### config.mk
export PLATFORM = sky130hd
export DESIGN_NAME = branch_resolve_unit_flat
export DESIGN_NICKNAME = d
export VERILOG_FILES = /design/src/rtl/branch_resolve_unit_if.sv /design/src/rtl/branch_resolve_unit.sv /design/src/flat_wrapper.sv
export SDC_FILE = /design/constraint.sdc
export NUM_CORES = 1
export LEC_CHECK = 0
export ABC_AREA = 1
export CAP_MARGIN = 5
export CORE_MARGIN = 5
export CORE_UTILIZATION = 40
export DETAILED_ROUTE_END_ITERATION = 6
export MAX_ROUTING_LAYER = met4
export PLACE_DENSITY = 0.62
export REMOVE_ABC_BUFFERS = 1
export SLEW_MARGIN = 20
export SYNTH_ARGS = -nofsm -noshare
export SYNTH_HDL_FRONTEND = slang
export SYNTH_SLANG_ARGS = --single-unit
export TNS_END_PERCENT = 100
### constraint.sdc
create_clock -name Clock -period 16.1 [get_ports Clock]
set_input_delay 3.22 -clock Clock [delete_from_list [all_inputs] [get_ports Clock]]
set_output_delay 3.22 -clock Clock [all_outputs]
set_load 0.005 [all_outputs]
### src/rtl/branch_resolve_unit_if.sv
// Request/result bus of the branch resolve unit: one request channel, one result channel, flush and stats.
interface branch_resolve_unit_if #(
  parameter int WIDTH      = 32,
  parameter int PC_WIDTH   = 32,
  parameter int STAT_WIDTH = 16
);
  // Handshake: a transfer happens on a rising edge where valid && ready; the
  // sender holds valid and data until then, and ready may depend on valid.
  logic                  In_Valid;
  logic                  In_Ready;
  logic [WIDTH-1:0]      InA;
  logic [WIDTH-1:0]      InB;
  logic [2:0]            Control;
  logic [PC_WIDTH-1:0]   PC;
  logic [15:0]           Offset;
  logic                  Pred_Taken;
  logic                  Flush;
  logic                  Out_Valid;
  logic                  Out_Ready;
  logic                  Taken;
  logic                  Mispredict;
  logic [PC_WIDTH-1:0]   Redirect_PC;
  logic [STAT_WIDTH-1:0] Stat_Branches;
  logic [STAT_WIDTH-1:0] Stat_Mispredicts;

  modport master (
    output In_Valid, InA, InB, Control, PC, Offset, Pred_Taken, Flush, Out_Ready,
    input  In_Ready, Out_Valid, Taken, Mispredict, Redirect_PC,
           Stat_Branches, Stat_Mispredicts
  );

  modport slave (
    input  In_Valid, InA, InB, Control, PC, Offset, Pred_Taken, Flush, Out_Ready,
    output In_Ready, Out_Valid, Taken, Mispredict, Redirect_PC,
           Stat_Branches, Stat_Mispredicts
  );
endinterface

### src/rtl/branch_resolve_unit.sv
// Two-stage branch resolution: S1 captures operands and both candidate PCs, S2 resolves and holds the result.
// Define BRU_STATS_EN to build the saturating branch/mispredict counters; otherwise the Stat_* ports read 0.
module branch_resolve_unit #(
  parameter int WIDTH      = 32,
  parameter int PC_WIDTH   = 32,
  parameter int STAT_WIDTH = 16
) (
  input  logic                  Clock,
  input  logic                  Reset_n,
  branch_resolve_unit_if.slave  bus
);

  logic                s2_adv;
  logic                s1_adv;
  logic                in_fire;
  logic [PC_WIDTH-1:0] pc_plus4;
  logic [PC_WIDTH-1:0] offset_bytes;

  logic                s1_valid;
  logic [WIDTH-1:0]    s1_a;
  logic [WIDTH-1:0]    s1_b;
  logic [2:0]          s1_ctl;
  logic                s1_pred;
  logic [PC_WIDTH-1:0] s1_pc4;
  logic [PC_WIDTH-1:0] s1_tgt;

  logic                cond_taken;
  logic                a_neg;
  logic                a_zero;

  logic                out_valid;
  logic                out_taken;
  logic                out_mis;
  logic [PC_WIDTH-1:0] out_redirect;

  assign s2_adv       = !out_valid || bus.Out_Ready;
  assign s1_adv       = !s1_valid || s2_adv;
  assign bus.In_Ready = s1_adv && !bus.Flush;
  assign in_fire      = bus.In_Valid && bus.In_Ready;

  assign pc_plus4     = bus.PC + PC_WIDTH'(4);
  assign offset_bytes = {{(PC_WIDTH-18){bus.Offset[15]}}, bus.Offset, 2'b00};

  always_ff @(posedge Clock) begin
    if (!Reset_n)       s1_valid <= 1'b0;
    else if (bus.Flush) s1_valid <= 1'b0;
    else if (s1_adv)    s1_valid <= bus.In_Valid;
  end

  // S1 payload is qualified by s1_valid, so it needs no reset.
  always_ff @(posedge Clock) begin
    if (in_fire) begin
      s1_a    <= bus.InA;
      s1_b    <= bus.InB;
      s1_ctl  <= bus.Control;
      s1_pred <= bus.Pred_Taken;
      s1_pc4  <= pc_plus4;
      s1_tgt  <= pc_plus4 + offset_bytes;
    end
  end

  assign a_neg  = s1_a[WIDTH-1];
  assign a_zero = (s1_a == '0);

  always_comb begin
    cond_taken = 1'b0;
    case (s1_ctl)
      3'b000:  cond_taken = (s1_a == s1_b);
      3'b001:  cond_taken = (s1_a != s1_b);
      3'b010:  cond_taken = a_neg;
      3'b011:  cond_taken = !a_neg;
      3'b100:  cond_taken = !a_neg && !a_zero;
      3'b101:  cond_taken = a_neg || a_zero;
      3'b110:  cond_taken = ($signed(s1_a) < $signed(s1_b));
      default: cond_taken = (s1_a < s1_b);
    endcase
  end

  // Result registers only move when the consumer can take a new value.
  always_ff @(posedge Clock) begin
    if (!Reset_n) begin
      out_valid    <= 1'b0;
      out_taken    <= 1'b0;
      out_mis      <= 1'b0;
      out_redirect <= '0;
    end else if (bus.Flush) begin
      out_valid <= 1'b0;
    end else if (s2_adv) begin
      out_valid <= s1_valid;
      if (s1_valid) begin
        out_taken    <= cond_taken;
        out_mis      <= (cond_taken != s1_pred);
        out_redirect <= cond_taken ? s1_tgt : s1_pc4;
      end
    end
  end

  assign bus.Out_Valid   = out_valid;
  assign bus.Taken       = out_taken;
  assign bus.Mispredict  = out_mis;
  assign bus.Redirect_PC = out_redirect;

`ifdef BRU_STATS_EN
  logic                  out_fire;
  logic [STAT_WIDTH-1:0] stat_br;
  logic [STAT_WIDTH-1:0] stat_mp;

  // A result killed by Flush in the same cycle is not counted.
  assign out_fire = out_valid && bus.Out_Ready && !bus.Flush;

  always_ff @(posedge Clock) begin
    if (!Reset_n) begin
      stat_br <= '0;
      stat_mp <= '0;
    end else if (out_fire) begin
      if (stat_br != '1)            stat_br <= stat_br + 1'b1;
      if (out_mis && stat_mp != '1) stat_mp <= stat_mp + 1'b1;
    end
  end

  assign bus.Stat_Branches    = stat_br;
  assign bus.Stat_Mispredicts = stat_mp;
`else
  assign bus.Stat_Branches    = '0;
  assign bus.Stat_Mispredicts = '0;
`endif

endmodule
### src/flat_wrapper.sv
// flat-port wrapper written by rule: the top's interface ports become plain ports
module branch_resolve_unit_flat 
#(
  parameter int WIDTH      = 32,
  parameter int PC_WIDTH   = 32,
  parameter int STAT_WIDTH = 16
)
  (Clock, Reset_n, bus_In_Valid, bus_InA, bus_InB, bus_Control, bus_PC, bus_Offset, bus_Pred_Taken, bus_Flush, bus_Out_Ready, bus_In_Ready, bus_Out_Valid, bus_Taken, bus_Mispredict, bus_Redirect_PC, bus_Stat_Branches, bus_Stat_Mispredicts);
  branch_resolve_unit_if #(.WIDTH(WIDTH), .PC_WIDTH(PC_WIDTH), .STAT_WIDTH(STAT_WIDTH)) bus_i ();
  input  logic Clock;
  input  logic Reset_n;
  input wire logic [$bits(bus_i.In_Valid)-1:0] bus_In_Valid;
  input wire logic [$bits(bus_i.InA)-1:0] bus_InA;
  input wire logic [$bits(bus_i.InB)-1:0] bus_InB;
  input wire logic [$bits(bus_i.Control)-1:0] bus_Control;
  input wire logic [$bits(bus_i.PC)-1:0] bus_PC;
  input wire logic [$bits(bus_i.Offset)-1:0] bus_Offset;
  input wire logic [$bits(bus_i.Pred_Taken)-1:0] bus_Pred_Taken;
  input wire logic [$bits(bus_i.Flush)-1:0] bus_Flush;
  input wire logic [$bits(bus_i.Out_Ready)-1:0] bus_Out_Ready;
  output wire logic [$bits(bus_i.In_Ready)-1:0] bus_In_Ready;
  output wire logic [$bits(bus_i.Out_Valid)-1:0] bus_Out_Valid;
  output wire logic [$bits(bus_i.Taken)-1:0] bus_Taken;
  output wire logic [$bits(bus_i.Mispredict)-1:0] bus_Mispredict;
  output wire logic [$bits(bus_i.Redirect_PC)-1:0] bus_Redirect_PC;
  output wire logic [$bits(bus_i.Stat_Branches)-1:0] bus_Stat_Branches;
  output wire logic [$bits(bus_i.Stat_Mispredicts)-1:0] bus_Stat_Mispredicts;
  assign bus_i.In_Valid = bus_In_Valid;
  assign bus_i.InA = bus_InA;
  assign bus_i.InB = bus_InB;
  assign bus_i.Control = bus_Control;
  assign bus_i.PC = bus_PC;
  assign bus_i.Offset = bus_Offset;
  assign bus_i.Pred_Taken = bus_Pred_Taken;
  assign bus_i.Flush = bus_Flush;
  assign bus_i.Out_Ready = bus_Out_Ready;
  assign bus_In_Ready = bus_i.In_Ready;
  assign bus_Out_Valid = bus_i.Out_Valid;
  assign bus_Taken = bus_i.Taken;
  assign bus_Mispredict = bus_i.Mispredict;
  assign bus_Redirect_PC = bus_i.Redirect_PC;
  assign bus_Stat_Branches = bus_i.Stat_Branches;
  assign bus_Stat_Mispredicts = bus_i.Stat_Mispredicts;
  branch_resolve_unit #(.WIDTH(WIDTH), .PC_WIDTH(PC_WIDTH), .STAT_WIDTH(STAT_WIDTH)) u_core (.Clock(Clock), .Reset_n(Reset_n), .bus(bus_i));
endmodule
==> key figures, run 1 <==
Timing
  • Final Cycle Share: just under 50%
  • Final setup TNS: 0 ps
  • Clk_skew: roughly 13 ps
  • Max Slew Vio Count: 0
  • Period minus WS final: 7894 ps
  • Relative slew slack: between 30% and 40%
  • Min setup slack post-route: just over 8000 ps
  • F_max: about 130 MHz
  • Worst-Margin Slew: 956.1 ps
  • Final Hold Violating Endpoints: 0
  • Worst hold slack: around 460 ps
  • Final setup fails: 0
  • RSZ-0062 raised after global routing: false

Power and ir drop
  • Pwr Total: about 1.1 mW
  • Cell-internal power: a little over 0.8 mW
  • Gate power share: roughly 15%
  • Switching share of power: 25.19%
  • Sw power: between 0.2 and 0.3 mW
  • Worst VDD drop: roughly 0.06 mV
  • Clock power share: 39.1%
  • Sequential share of power: 45.8%
  • P per Cell Area: about 93 nW/um2
  • Pleak: around 5.0 nW

Detailed routing
  • DR DRC count: 0
  • Vias/cell: approximately 4.8
  • Final WL: ~21000 um
  • Via count: roughly 7000
  • WL/cell: ~14 um
  • Final ANT Viol Nets: 0
  • Pre-antenna DRT Iters: 7
  • Initial drt markers: 401

Yosys
  • Netlist area before placement: between 9000 and 10000 um2
  • Yosys warns: 0
  • FFs w/ async S/R, synth: 0%
  • Post-synth EDFFs: between 100 and 150
  • Cells after synthesis: between 1000 and 1500
  • #FFs+latches synth: around 170
  • Syn_area_per_cell: 9.084 um2
  • Count of cell types in the netlist: 47
  • Top FF cell, synth: edfxtp_1
  • Seq/Total Area, Yosys: between 40 and 50%

Critical path
  • Most frequent CP cell: inv_1
  • Worst Path Class, Setup: input port to primary output
  • CP Cell Sequence: clkdlybuf4s50_1 -> nor2_1 -> inv_1 -> nor2_1 -> inv_1 -> nand2_1 -> inv_1 -> clkdlybuf4s50_1
  • Nature of the critical path startpoint: input port
  • WP data arrival: 4670 ps
  • CP peak stage delay: approximately 440 ps
  • Req. time, crit path: about 13000 ps
  • Slowest CP cell: clkdlybuf4s50_1
  • Worst path buffer plus inverter count: 5
  • Nature of the critical path endpoint: primary output
  • Max FO, Critical Path: 2
  • CP top delay family: buffers and inverters

Clock network
  • Worst-case clock buffer depth: 2
  • Root buf cell: clkbuf_16
  • H-tree levels: 4
  • CTS tree: done
  • Worst skew pair latency: ~420 ps
  • Setup bufs post-CTS: 0
  • CTS sink cnt: around 170
  • Worst-path clk slew: roughly 70 ps
  • Hold_buf cts: 0
  • Post_cts resized: 0
  • CTS Buf Count: 17

Cells and area
  • Area growth, synth to finish: 25.71%
  • Commonest non-fill, non-tap cell in the layout: nand2_1
  • Most frequent cells in the layout: nand2_1, inv_1, clkdlybuf4s50_1
  • # fillers: roughly 2100
  • Final Instance Area: ~12000 um2
  • Final Net Count: 1365
  • Layout cells sized above 1: just over 5%
  • Ant diodes: 0

Die
  • Die H: 162.3 um
  • Die ar.: 26330 um2
  • Ports: 189
  • Core ar.: 22710 um2
  • Initial Util: 40.84%
  • FP Rows: 55
  • Die width: 162.3 um

GRT
  • Number of global-route vias before repair: around 6900
  • Largest net degree at the start of global routing: between 60 and 70
  • Global Route Usage Sum: approximately 17%
  • Total grt overflow: 0
  • First-pass GRT wire length: between 30000 and 40000 um
  • Initial antenna violation count: 0

Placed design
  • Placer congestion estimate: just under 0.9
  • IO buf count: ~160
  • Placed cell area: approximately 11000 um2
  • Place WS: around 8200 ps
  • DP HPWL: ~16000 um

Run status
  • Status: finished, final reports clean

Worst hold path
  • Hold Path Class: register to register

Flow run
  • Max Cap Violations: 0
[routing by layer]
metal  up-vias  global-route usage [%]  part of all wire [%]
met3        16                   2.918                   4.7
met5         -                       -                     0
met1      3216                   21.56                    45
met4         0                   4.614                   1.5
li1       3638                       -                     -
met2       164                   27.06                    49
[power by group through the flow]
stage / sequential, mW / combinational [mW] / clock, mW
CTS: 0.496 / 0.165 / 0.435
finish: 0.496 / 0.164 / 0.423
global route: 0.498 / 0.186 / 0.456
floorplan: 0.507 / 0.0948 / 0
detailed placement: 0.506 / 0.164 / 0
global placement: 0.505 / 0.163 / 0
[synthesized netlist by cell type, drive strengths merged (5+ instances only)]
master | n | area share [%]
a31oi | 5 | 0.34
nor3 | 8 | 0.61
xnor2 | 17 | 1.7
nand3 | 88 | 5.0
a21oi | 76 | 4.1
inv | 161 | 6.5
edfxtp | 130 | 42
a21o | 6 | 0.49
buf | 39 | 3.0
dfxtp | 36 | 7.8
nand2 | 204 | 8.3
o21ai | 23 | 1.2
nand4 | 11 | 0.90
ha | 62 | 8.4
nor2 | 79 | 3.4
xor2 | 35 | 3.3
clkbuf | 12 | 0.49
[worst paths after layout]
check        cells after the start  slack (ps)                                     from                                 endpoint
max                              8        8210                            bus_Out_Ready                             bus_In_Ready
min                              2         460  u_core.bus.Redirect_PC[30]$_SDFFE_PN0P_  u_core.bus.Redirect_PC[30]$_SDFFE_PN0P_
max reg2reg                     16       12990                u_core.s1_a[15]$_DFFE_PP_  u_core.bus.Redirect_PC[14]$_SDFFE_PN0P_
min reg2reg                      2         460  u_core.bus.Redirect_PC[30]$_SDFFE_PN0P_  u_core.bus.Redirect_PC[30]$_SDFFE_PN0P_
[logic make-up (layout without fill, tap and decap cells)]
| logic type | Yosys count | count (layout) | share of synthesized area (%) |
|---|---|---|---|
| compound gates | 124 | 124 | 7.338 |
| xor+xnor | 52 | 52 | 4.991 |
| fa+ha+maj | 63 | 63 | 8.579 |
| buf+inv | 213 | 355 | 10.01 |
| flops | 166 | 166 | 49.86 |
| other cells | 1 | 32 | 0.04043 |
| simple gates | 402 | 402 | 19.18 |
[layout make-up]
class / count / area (um2) / area share (%)
clock buffer: 18 / 429.2 / 3.681
clock inverter: 14 / 187.7 / 1.610
inverter: 162 / 608.1 / 5.215
multi-input combinational: 673 / 3855 / 33.06
sequential: 166 / 4624 / 39.66
tap: 285 / 356.6 / 3.058
timing repair buffer: 161 / 1599 / 13.71
[registers in the layout, summed over array words and instances, names as in the netlist]
name and cells:
u_core.bus.Mispredict 1, u_core.s1_a 32, u_core.s1_ctl 3, u_core.s1_tgt 32, u_core.s1_valid 1, u_core.bus.Taken 1
u_core.s1_b 32, u_core.bus.Out_Valid 1, u_core.bus.Redirect_PC 32, u_core.s1_pc4 30, u_core.s1_pred 1
[stage by stage]
stage               instances  util, %
floorplan                1001        -
global placement         1447    48.62
detailed placement       1447    48.62
CTS                      1479    51.33
global route             1479    51.34
finish                   1479    51.34
[worst register-to-register path, stage by stage (launching register included)]
cell and delay (ps):
edfxtp_1 420, ha_1 320, nand2_1 80, nor2_1 150
nand2_1 100, nor2_1 140, nand3_1 90, a21boi_1 170
nand2_1 70, nand2_1 60, nand2_1 50, nand2_1 80
buf_4 350, nand2_2 480, nand2_1 190, nand3_1 120
a21oi_1 150
Power figures use the tool's default switching activity.
==> run 2, diff against run 1 <==
- clock period: 16.1 -> 7.5 ns (I/O delays scaled with it)
==> run 2 against run 1 <==
Against the previous run:
- highest routed layer unchanged
- sequential cell count is the same
- global-route usage grew 0.42 points
- design area shrank 0.38%
- clock skew grew 6.2 ps
- routed wire length grew 2.2%
- register-to-register slack lost 8500 ps
- total power grew 110%
- first-iteration DRC count shrank 3.0%
- cell count is the same
- critical path depth grew 15
==> key figures, run 2 (synthesis gave the netlist of run 1 again) <==
Clock network
  • Hold_buf cts: 0
  • Worst-case clock buffer depth: 2
  • CTS sink cnt: 166
  • CTS Buf Count: 17
  • Post_cts resized: 0
  • Worst-path clk slew: ~70 ps
  • Worst skew pair latency: 430 ps
  • Root buf cell: clkbuf_16
  • CTS tree: done
  • H-tree levels: 4
  • Setup bufs post-CTS: 0

Critical path
  • Nature of the critical path endpoint: register
  • Max FO, Critical Path: 4
  • Reg-to-Reg Start: u_core.s1_a[23]$_DFFE_PP_
  • WP data arrival: 5140 ps
  • Nature of the critical path startpoint: input port
  • Req. time, crit path: between 7000 and 8000 ps
  • Register-to-Register Path Depth: 16
  • Start point of the critical path: bus_PC[2]
  • Worst Path Class, Setup: input port to register

Timing
  • Max Slew Vio Count: 0
  • Final Hold Violating Endpoints: 0
  • Final Cycle Share: between 60 and 70%
  • Min setup slack post-route: between 2000 and 3000 ps
  • Final setup fails: 0
  • Clk_skew: 18.77 ps
  • F_max: between 200 and 250 MHz
  • RSZ-0062 raised after global routing: false
  • Relative slew slack: 30.02%
  • Period minus WS final: between 4000 and 5000 ps
  • Worst-Margin Slew: approximately 1000 ps

Worst hold path
  • Hold Path Class: register to register
  • Number of cells on the worst hold path: 2
  • Beginning of the worst hold path: u_core.bus.Redirect_PC[18]$_SDFFE_PN0P_

Detailed routing
  • Vias/cell: 4.739
  • Initial drt markers: 389
  • Final ANT Viol Nets: 0
  • DR DRC count: 0
  • Pre-antenna DRT Iters: 5
  • WL/cell: between 10 and 15 um
  • Final WL: roughly 22000 um
  • Via count: between 7000 and 8000

GRT
  • Number of global-route vias before repair: 6973
  • Global Route Usage Sum: between 15 and 20%
  • Largest net degree at the start of global routing: between 60 and 70
  • Initial antenna violation count: 0
  • First-pass GRT wire length: between 30000 and 40000 um
  • Total grt overflow: 0

Die
  • Ports: ~190
  • Die H: around 160 um
  • Core ar.: about 23000 um2
  • FP Rows: 55
  • Die ar.: between 20000 and 30000 um2
  • Initial Util: between 40% and 50%
  • Die width: approximately 160 um

Power and ir drop
  • Worst VDD drop: about 0.14 mV
  • Pleak: 4.959 nW
  • Clock power share: ~37%
  • P per Cell Area: 194.5 nW/um2
  • Sw power: just under 0.6 mW
  • Gate power share: ~16%
  • Switching share of power: around a quarter
  • Sequential share of power: 47.1%
  • Cell-internal power: roughly 1.7 mW

Cells and area
  • Commonest non-fill, non-tap cell in the layout: nand2_1
  • Ant diodes: 0
  • Fin cells: between 1000 and 1500
  • Layout cells sized above 1: under 10%
  • Total area of sequential cells: between 4000 and 5000 um2
  • Most frequent cells in the layout: nand2_1, inv_1, clkdlybuf4s50_1
  • Area growth, synth to finish: 25.24%
  • Final Net Count: 1365
  • Multi-input logic area: 3855 um2
  • Final Instance Area: about 12000 um2
  • # fillers: around 2200

Placed design
  • Inst Count DP: about 1400
  • Place WS: 2088 ps
  • DP HPWL: 16600 um
  • Placer congestion estimate: 0.8713
  • Placed cell area: approximately 11000 um2
  • IO buf count: roughly 160

Run status
  • Status: finished, final reports clean

Flow run
  • Max Cap Violations: 0
-- run 2: cell types whose count changed in the layout (fill, tap and decap cells not counted), sizes merged --
cell    delta
bufinv     -2
inv        -2
clkbuf     -1
clkinv     +5
-- run 2: worst paths after layout --
check | endpoint | slack [ps]
worst min-delay path | u_core.bus.Redirect_PC[18]$_SDFFE_PN0P_ | 460
worst max-delay path | u_core.s1_tgt[28]$_DFFE_PP_ | 2540
worst min register to register | u_core.bus.Redirect_PC[18]$_SDFFE_PN0P_ | 460
worst max register to register | u_core.bus.Redirect_PC[20]$_SDFFE_PN0P_ | 4460
-- run 2: power groups by stage --
stage,registers (mW),logic [mW],clock network (mW)
6_report,1.07,0.353,0.841
5_1_grt,1.07,0.401,0.911
4_1_cts,1.07,0.356,0.866
3_5_place_dp,1.09,0.354,0
3_3_place_gp,1.08,0.353,0
2_1_floorplan,1.09,0.203,0
-- run 2: metal layers --
layer  global-route usage [%]  share of wire, %  vias to the layer above
met2                    28.33                49                      170
li1                         -                 -                     3636
met4                    4.960               1.5                        0
met3                    2.487               4.4                       22
met5                        -                 0                        -
met1                    21.85                45                     3181
-- run 2: area by class of cell --
type	count	area share [%]
Clock buffer	17	3.662
Clock inverter	15	1.271
Inverter	162	5.235
Multi-Input combinational cell	673	33.19
Sequential cell	166	39.81
Tap cell	285	3.070
Timing Repair Buffer	161	13.77
-- run 2: critical path, cell delays in order --
cell	delay [ps]
clkdlybuf4s50_1	520
ha_1	220
nand3_2	110
inv_2	80
nand3_2	100
nor2_2	140
nand4_1	90
nor2_1	160
nand3_1	170
nor2_2	160
nand4_1	150
inv_2	100
or2_2	100
inv_1	50
ha_1	340
nand2_1	120
nor4_1	340
o21ai_0	160
nand3_1	160
a31o_2	200
nand2_1	50
nand2_1	70
xor2_1	60
-- run 2: per-stage QoR --
| step | TNS, ps | hold slack (ps) | utilization [%] | power, mW |
|---|---|---|---|---|
| CTS | 0 | 466.7 | 51.14 | 2.288 |
| finish | 0 | 464.0 | 51.15 | 2.259 |
| floorplan | -39770 | 447.4 | - | 1.291 |
| global placement | 0 | 451.3 | 48.62 | 1.438 |
| global route | 0 | 482.3 | 51.15 | 2.380 |
| detailed placement | 0 | 456.6 | 48.62 | 1.439 |
==> run 3, diff against run 2 <==
- clock period: 7.5 -> 4.74 ns (I/O delays scaled with it)
==> run 3 against run 2 <==
Against the previous run:
- first-iteration DRC count is 0.77% lower
- core utilization up 0.38 points
- clock skew is 1.7 ps lower
- count of clock-buffer cells in the layout did not move
- largest cell class unchanged
- via count rose by 1.3%
- worst setup slack got worse by 2100 ps
- highest routed layer unchanged
- sequential share of layout area shrank 0.29 points
- register-to-register slack got worse by 2700 ps
- combinational power is 61% higher
==> key figures, run 3 (synthesis gave the netlist of run 1 again) <==
Run status
  • Status: finished, final reports clean

Cells and area
  • Area growth, synth to finish: 26.17%
  • Multi-input logic area: 3852 um2
  • Final Net Count: ~1400
  • Commonest non-fill, non-tap cell in the layout: nand2_1
  • Layout cells sized above 1: between 5 and 6%
  • # fillers: 2166
  • Most frequent cells in the layout: nand2_1, inv_1, clkdlybuf4s50_1
  • Final Instance Area: between 10000 and 15000 um2
  • Total area of sequential cells: between 4000 and 5000 um2
  • Ant diodes: 0

Detailed routing
  • DR DRC count: 0
  • WL/cell: ~15 um
  • Vias/cell: 4.760
  • Initial drt markers: approximately 390
  • Via count: between 7000 and 8000
  • Final ANT Viol Nets: 0
  • Pre-antenna DRT Iters: 5
  • Final WL: between 20000 and 25000 um

Critical path
  • Nature of the critical path endpoint: register
  • Worst path buffer plus inverter count: 4
  • CP peak stage delay: between 500 and 600 ps
  • Req. time, crit path: a little under 5000 ps
  • Slowest CP cell: clkdlybuf4s50_1
  • Worst Path Class, Setup: input port to register
  • Nature of the critical path startpoint: input port
  • Most frequent CP cell: nand2_1
  • CP top delay family: simple AND/OR/NAND/NOR gates
  • Max FO, Critical Path: 4
  • CP Cell Sequence: clkdlybuf4s50_1 -> ha_1 -> nand3_2 -> inv_2 -> nand3_2 -> nor2_2 -> nand4_1 -> nor2_1 -> nand3_1 -> nor2_2 -> nand4_1 -> inv_2 -> or2_2 -> inv_1 -> ha_1 -> nand2_1 -> nor4_1 -> o21ai_0 -> nand3_1 -> a31o_2 -> nand2_1 -> nand2_1 -> xor2_1
  • WP data arrival: between 4000 and 5000 ps

Clock network
  • H-tree levels: 4
  • Post_cts resized: 0
  • Setup bufs post-CTS: 0
  • Worst-path clk slew: approximately 80 ps
  • CTS sink cnt: 166
  • Root buf cell: clkbuf_16
  • CTS Buf Count: 17
  • CTS tree: done
  • Hold_buf cts: 0
  • Worst skew pair latency: between 400 and 500 ps
  • Worst-case clock buffer depth: 2

Timing
  • Final setup fails: 0
  • Final Cycle Share: ~90%
  • Worst-Margin Slew: 921.6 ps
  • F_max: between 200 and 250 MHz
  • Period minus WS final: 4257 ps
  • Max Slew Vio Count: 0
  • RSZ-0062 raised after global routing: false
  • Final Hold Violating Endpoints: 0
  • Final setup TNS: 0 ps
  • Clk_skew: around 17 ps
  • Relative slew slack: roughly two fifths

Placed design
  • Placer congestion estimate: 0.8462
  • Placed cell area: between 10000 and 15000 um2
  • DP HPWL: ~17000 um
  • IO buf count: approximately 160

Die
  • Die width: 162.3 um
  • Ports: around 190
  • Initial Util: about two fifths
  • Core ar.: between 20000 and 25000 um2
  • FP Rows: between 50 and 60
  • Die ar.: 26330 um2
  • Die H: 162.3 um

GRT
  • Initial antenna violation count: 0
  • Total grt overflow: 0
  • Number of global-route vias before repair: about 6900
  • Largest net degree at the start of global routing: 68
  • Global Route Usage Sum: ~17%
  • First-pass GRT wire length: about 34000 um

Worst hold path
  • Hold Path Class: register to register

Power and ir drop
  • P per Cell Area: around 300 nW/um2
  • Pleak: between 5 and 6 nW
  • Worst VDD drop: between 0.2 and 0.25 mV

Flow run
  • Max Cap Violations: 0
==> run 3: changes by cell type in the layout (fill, tap and decap cells not counted) <==
cell	change
clkinv_8	+1
inv_8	+3
inv_6	+5
nand2_1	+1
bufinv_16	-1
clkinv_4	-7
buf_4	+12
inv_1	-1
nand2_2	-1
==> run 3: metrics by stage <==
step	utilization [%]	worst slack, ps	cells	hold slack [ps]	total power, mW
floorplan	-	-2514	1001	447.4	2.043
detailed placement	49.01	-24.50	1459	454.7	2.289
CTS	51.53	433.2	1491	465.6	3.651
global placement	49.01	36.75	1459	451.6	2.285
finish	51.53	482.9	1491	464.8	3.602
global route	51.53	93.20	1491	482.7	3.786
==> run 3: worst paths after layout <==
kind / startpoint / to / slack (ps) / cells after the start
hold / removal: u_core.bus.Redirect_PC[14]$_SDFFE_PN0P_ / u_core.bus.Redirect_PC[14]$_SDFFE_PN0P_ / 460 / 2
setup reg to reg: u_core.s1_a[31]$_DFFE_PP_ / u_core.bus.Redirect_PC[24]$_SDFFE_PN0P_ / 1770 / 15
hold reg to reg: u_core.bus.Redirect_PC[14]$_SDFFE_PN0P_ / u_core.bus.Redirect_PC[14]$_SDFFE_PN0P_ / 460 / 2
setup / recovery: bus_PC[2] / u_core.s1_tgt[28]$_DFFE_PP_ / 480 / 23
==> run 3: area by class of cell <==
cell class	count	area share, %
clock buffer	17	3.635
clock inverter	15	1.251
inverter	162	5.196
multi-input combinational	673	32.92
sequential	166	39.52
tap	285	3.047
timing repair buffer	173	14.43
==> run 3: where the power goes <==
group	internal (mW)	leakage, nW	total [mW]	switching (mW)
combinational	0.254	3.22	0.569	0.315
clock	0.704	0.282	1.35	0.645
sequential	1.66	1.51	1.68	0.0228
total	2.62	5.02	3.60	0.983
==> run 3: layer usage <==
| metal | track usage [%] | routed length (um) | vias to the layer above |
|---|---|---|---|
| li1 | - | - | 3666 |
| met1 | 21.01 | 9673 | 3242 |
| met2 | 28.25 | 10780 | 171 |
| met3 | 2.893 | 1045 | 18 |
| met4 | 4.152 | 269 | 0 |
| met5 | - | 0 | - |
==> run 3: worst register-to-register path: cells and delay by family, from the launching register on <==
family,cells,cell delay (ps)
AO/OA/AOI/OAI,1,70
adder cells (fa/ha/maj),1,360
buffers and inverters,1,340
flip-flops,1,430
AND/OR/NAND/NOR,12,1630
